<file path="src/rtl/inv_key_sched_ctrl.sv">
// Purpose : sequences the inverse AES-128 key step, emitting round keys NR down to 0.
// Latency : first round key valid the cycle after an accepted start; one key per cycle when unstalled.
// Backpressure: rk_ready low holds rk_key/rk_round; rk_valid never depends on rk_ready.
module inv_key_sched_ctrl #(
    parameter int NR = 10
) (
    input  logic         clk,
    input  logic         rst_n,
    input  logic         start,
    input  logic         abort,
    input  logic [0:127] key_in,
    output logic [0:127] gen_key,
    output logic [31:0]  gen_rcon,
    input  logic [0:127] gen_ko,
    output logic         rk_valid,
    input  logic         rk_ready,
    output logic [0:127] rk_key,
    output logic [3:0]   rk_round,
    output logic         busy,
    output logic         done
);

    typedef enum logic {
        IDLE = 1'b0,
        EMIT = 1'b1
    } state_t;

    // Legal NR is 1..10, so four bits always hold the first round index.
    localparam logic [3:0] NR_L = 4'(NR);

    state_t       state_q, state_d;
    logic [0:127] key_q, key_d;
    logic [3:0]   rnd_q, rnd_d;
    logic         done_q, done_d;
    logic         fire;

    // AES round constant for the step that produces the key of round (r-1) from round r.
    function automatic logic [7:0] rc_of(input logic [3:0] r);
        logic [7:0] rc;
        case (r)
            4'd1:    rc = 8'h01;
            4'd2:    rc = 8'h02;
            4'd3:    rc = 8'h04;
            4'd4:    rc = 8'h08;
            4'd5:    rc = 8'h10;
            4'd6:    rc = 8'h20;
            4'd7:    rc = 8'h40;
            4'd8:    rc = 8'h80;
            4'd9:    rc = 8'h1b;
            4'd10:   rc = 8'h36;
            default: rc = 8'h00;
        endcase
        return rc;
    endfunction

    // Outputs are straight register decodes, so nothing here looks at rk_ready.
    assign gen_key  = key_q;
    assign rk_key   = key_q;
    assign rk_round = rnd_q;
    assign gen_rcon = {rc_of(rnd_q), 24'h000000};
    assign rk_valid = (state_q == EMIT);
    assign busy     = (state_q == EMIT);
    assign done     = done_q;
    assign fire     = (state_q == EMIT) && rk_ready;

    // Next-state: abort beats start and fire; a fire on round 0 ends the schedule with a done pulse.
    always_comb begin
        state_d = state_q;
        key_d   = key_q;
        rnd_d   = rnd_q;
        done_d  = 1'b0;
        if (abort) begin
            state_d = IDLE;
            rnd_d   = 4'd0;
        end else begin
            case (state_q)
                IDLE: begin
                    if (start) begin
                        key_d   = key_in;
                        rnd_d   = NR_L;
                        state_d = EMIT;
                    end
                end
                EMIT: begin
                    if (fire) begin
                        if (rnd_q != 4'd0) begin
                            key_d = gen_ko;
                            rnd_d = rnd_q - 4'd1;
                        end else begin
                            state_d = IDLE;
                            done_d  = 1'b1;
                        end
                    end
                end
                default: state_d = IDLE;
            endcase
        end
    end

    // State registers; reset clears everything so all outputs read zero immediately.
    always_ff @(posedge clk or negedge rst_n) begin
        if (!rst_n) begin
            state_q <= IDLE;
            key_q   <= '0;
            rnd_q   <= 4'd0;
            done_q  <= 1'b0;
        end else begin
            state_q <= state_d;
            key_q   <= key_d;
            rnd_q   <= rnd_d;
            done_q  <= done_d;
        end
    end

endmodule

</file>
<file path="config.mk">
export PLATFORM = sky130hd
export DESIGN_NAME = inv_key_sched_ctrl
export DESIGN_NICKNAME = d
export VERILOG_FILES = /design/src/rtl/inv_key_sched_ctrl.sv
export SDC_FILE = /design/constraint.sdc
export NUM_CORES = 1
export LEC_CHECK = 0
export CORE_AREA = 2 2 213 215
export CTS_CLUSTER_DIAMETER = 50
export DETAILED_ROUTE_END_ITERATION = 10
export DIE_AREA = 0 0 215 217
export PLACE_DENSITY_LB_ADDON = 0.2
export REMOVE_ABC_BUFFERS = 1
export SLEW_MARGIN = 25
export SYNTH_ARGS = -nofsm -noshare
export SYNTH_HDL_FRONTEND = slang
export SYNTH_SLANG_ARGS = --single-unit
</file>
<file path="constraint.sdc">
create_clock -name clk -period 4.81 [get_ports clk]
set_clock_uncertainty 0.2 [all_clocks]
set_input_delay 0.7215 -clock clk [delete_from_list [all_inputs] [get_ports clk]]
set_output_delay 0.7215 -clock clk [all_outputs]
set_load 0.02 [all_outputs]
</file>
==> results.md <==
- Netlist cell types: 32
- Global-route wire length before repair: 44500 um
- Gr usage total: 0.125
- IO Port Bufs: 531
- NetSw: 1.92 mW
- DR vias: 6945
- Reg2reg end: gen_key[122]$_DFFE_PN0P_
- Outcome: completed
- PnR worst setup slack: 1.66 ns
- Worst VDD drop: 0.181 mV
- P_int: 3.28 mW
- Area Growth Syn to Fin: 68.6%
- Die width: 215 um
- Crit path required time: 4.91 ns
- Worst R2R Path Depth: 7
- CTS Root Buffer Type: clkbuf_16
- H-tree Lvls: 4
- Met3 Track Usage GR: 0.0341
- Reg power frac: 0.314
- Max capacitance violation total: 0
- Leak pwr: 5.07 nW
- DRT Wirelength: 30200 um
- Per-cell routed wire length: 17.1 um
- Post-route clock period utilization: 0.655
- Startpoint class of the critical path: flop
- Pre-CTS WS: 1.49 ns
- Unrepaired setup endpoints after global routing: false
- Final hold violation count: 0
- Critical Path Source: rk_round[0]$_DFFE_PN0P_
- Setup TNS: 0 ns
- Yosys reg bits: 134
- Combinational share of power: 0.443
- Slew HR: 0.417
- Largest area contributor in the netlist: dfrtp_1
- Clk slew on worst S/H paths: 0.06 ns
- Cells after Synth: 781
- Die H: 217 um
- Initial antenna violation count: 0
- Synth top area share: 0.433
- Met1 layer usage reported by global route: 0.149
- End point of the critical path: gen_key[122]$_DFFE_PN0P_
- Slew @ Worst Pin: 0.875 ns
- Post-synthesis average cell area: 9.92 um2
- Final Core Density: 0.292
- Antenna diode count: 0
- Max FO, Critical Path: 60
- Bufs on Longest Clock Path: 2
- Clk_lat worst skew: 0.43 ns
- CTS resizes: 0
- Largest net degree at the start of global routing: 87
- Min-Delay Path Class: input pin to async pin
- Post-CTS setup buffers: 0
- Count of yosys warnings during synthesis: 0
- Starting density of the core: 0.173
- Fmax: 317 MHz
- Post-synthesis sequential area ratio: 0.433
- Ports: 556
- DRT iter0 DRCs: 354
- Number of global-route vias before repair: 7088
- Dpl hpwl: 22500 um
- CP Class: flop to flop
- Layout cells sized above 1: 0.0370
- DRT Pass-1 Iters: 4
- Switching Fraction: 0.370
- Top post-synthesis cells by area: dfrtp_1, mux2i_1, buf_4
- Clock sink count: 134
- Nets@finish: 1416
- Max incr delay on CP: 0.59 ns
- R2R Setup Slk: 1.66 ns
- CTS Buf Count: 17
- Core area: 44700 um2
- Row count: 78
- Cell Area, Synth: 7750 um2
- Most Used Layer, Global Route: met2
- Filler Cell Count: 4737
- Gpl congestion: 0.789
- Final Max Slew Viols: 0
- CP Data Arrival Time: 3.25 ns
- # DRC: 0
- Worst Setup End Kind: flop
- Vias per cell: 3.94
- Fin crit period: 3.15 ns
- Setup violators final: 0
- ANT nets after route: 0
- Pwr/cell area: 398 nW/um2
- Met2 Resource Use GR: 0.218
- Worst path slowest cell: or2_4
- CP cell instances: inv_1 > ha_1 > or3b_1 > a21oi_4 > or2_4 > buf_12 > o21ai_0
- Crit Reg-Reg Startpoint: rk_round[0]$_DFFE_PN0P_
- Clk pwr share: 0.243
- Die Area: 46700 um2
- TritonCTS clock tree: done
- Hold-fix buffers, CTS: 0
- GRT overflow: 0
[worst max-delay path, delay by kind of cell (launching register included)]
| family | cells | cell delay (ns) |
|---|---|---|
| DFF | 1 | 0.43 |
| AOI/OAI and AO/OA | 2 | 0.49 |
| buffers and inverters | 2 | 0.49 |
| and+or+nand+nor | 2 | 1.07 |
| adders and majority gates | 1 | 0.22 |
[logic make-up (layout without fill, tap and decap cells)]
kind of cell | after synthesis | in the layout | synth area share
buffers and inverters | 218 | 575 | 0.196
AOI/OAI and AO/OA | 270 | 270 | 0.179
and+or+nand+nor | 23 | 23 | 0.0163
adders and majority gates | 5 | 5 | 0.00807
other | 1 | 24 | 0.000484
DFF | 134 | 134 | 0.433
muxes | 130 | 130 | 0.168
[stage by stage]
stage / hold WS [ns] / std cells / total power, mW / area [um2]
after detailed placement: 0.334 / 1731 / 3.99 / 12500
after global placement: 0.325 / 1731 / 3.98 / 12500
after floorplan: 0.226 / 590 / 2.57 / 6330
final: 0.184 / 1761 / 5.20 / 13100
after CTS: 0.194 / 1761 / 5.30 / 13100
after global routing: 0.225 / 1761 / 5.48 / 13100
[cells in the final DEF, fill, tap and decap left out]
cell / instances
clkinv_4: 1
inv_1: 4
nand3_1: 2
bufinv_16: 1
conb_1: 24
a22o_1: 2
clkbuf_1: 2
nor3b_1: 1
clkdlybuf4s50_1: 529
buf_12: 2
clkbuf_8: 3
or3b_1: 1
nor3_1: 5
clkbuf_16: 17
a31oi_1: 1
o41ai_1: 1
o21ai_1: 26
dfrtp_4: 1
and2_1: 3
or2_4: 1
a211oi_1: 2
ha_1: 5
buf_6: 1
o21a_1: 1
a21oi_4: 1
nor2b_1: 5
o22ai_1: 1
nor2_1: 4
o21ai_0: 232
nand2_1: 1
mux2i_1: 130
clkinv_2: 3
dfrtp_1: 133
a21oi_1: 1
clkinvlp_4: 3
a221oi_1: 1
a2111oi_0: 1
buf_4: 9
[layout make-up]
class | count | area [um2] | area share
Tap cell | 600 | 751 | 0.0575
Clock inverter | 8 | 76.3 | 0.00584
Timing Repair Buffer | 541 | 5410 | 0.415
Multi-Input combinational cell | 452 | 2970 | 0.228
Sequential cell | 134 | 3360 | 0.257
Inverter | 4 | 15.0 | 0.00115
Clock buffer | 22 | 474 | 0.0363
[metal layers]
metal / vias up / part of all wire
met5: - / 0
met4: 0 / 0.015
met3: 22 / 0.063
met2: 274 / 0.51
met1: 3364 / 0.41
li1: 3285 / -
[sequential cells by signal, summed over array words and instances, names as in the netlist]
name and flops:
busy 1, rk_round 4, done 1, gen_key 128
[power groups by stage]
| stage | Clock, mW | Combinational, mW | Sequential [mW] |
|---|---|---|---|
| after detailed placement | 0 | 2.33 | 1.66 |
| after floorplan | 0 | 0.365 | 2.21 |
| after CTS | 1.32 | 2.33 | 1.65 |
| after global placement | 0 | 2.32 | 1.66 |
| final | 1.26 | 2.31 | 1.63 |
| after global routing | 1.36 | 2.44 | 1.68 |
[synth_stat cells, drive strengths merged]
| master | n |
|---|---|
| a2111oi | 1 |
| a211oi | 2 |
| a21oi | 2 |
| a221oi | 1 |
| a22o | 2 |
| a31oi | 1 |
| and2 | 3 |
| buf | 191 |
| clkbuf | 23 |
| conb | 1 |
| dfrtp | 134 |
| ha | 5 |
| inv | 4 |
| mux2i | 130 |
| nand2 | 1 |
| nand3 | 2 |
| nor2 | 4 |
| nor2b | 5 |
| nor3 | 5 |
| nor3b | 1 |
| o21a | 1 |
| o21ai | 258 |
| o22ai | 1 |
| o41ai | 1 |
| or2 | 1 |
| or3b | 1 |
[worst min path at each step]
| stage | endpoint | slack, ns |
|---|---|---|
| floorplan | busy$_DFF_PN0_ | 0.23 |
| global placement | gen_key[55]$_DFFE_PN0P_ | 0.32 |
| detailed placement | gen_key[4]$_DFFE_PN0P_ | 0.33 |
| CTS | gen_key[96]$_DFFE_PN0P_ | 0.19 |
| global route | gen_key[86]$_DFFE_PN0P_ | 0.22 |
| finish | gen_key[2]$_DFFE_PN0P_ | 0.18 |
Power figures use the tool's default switching activity.
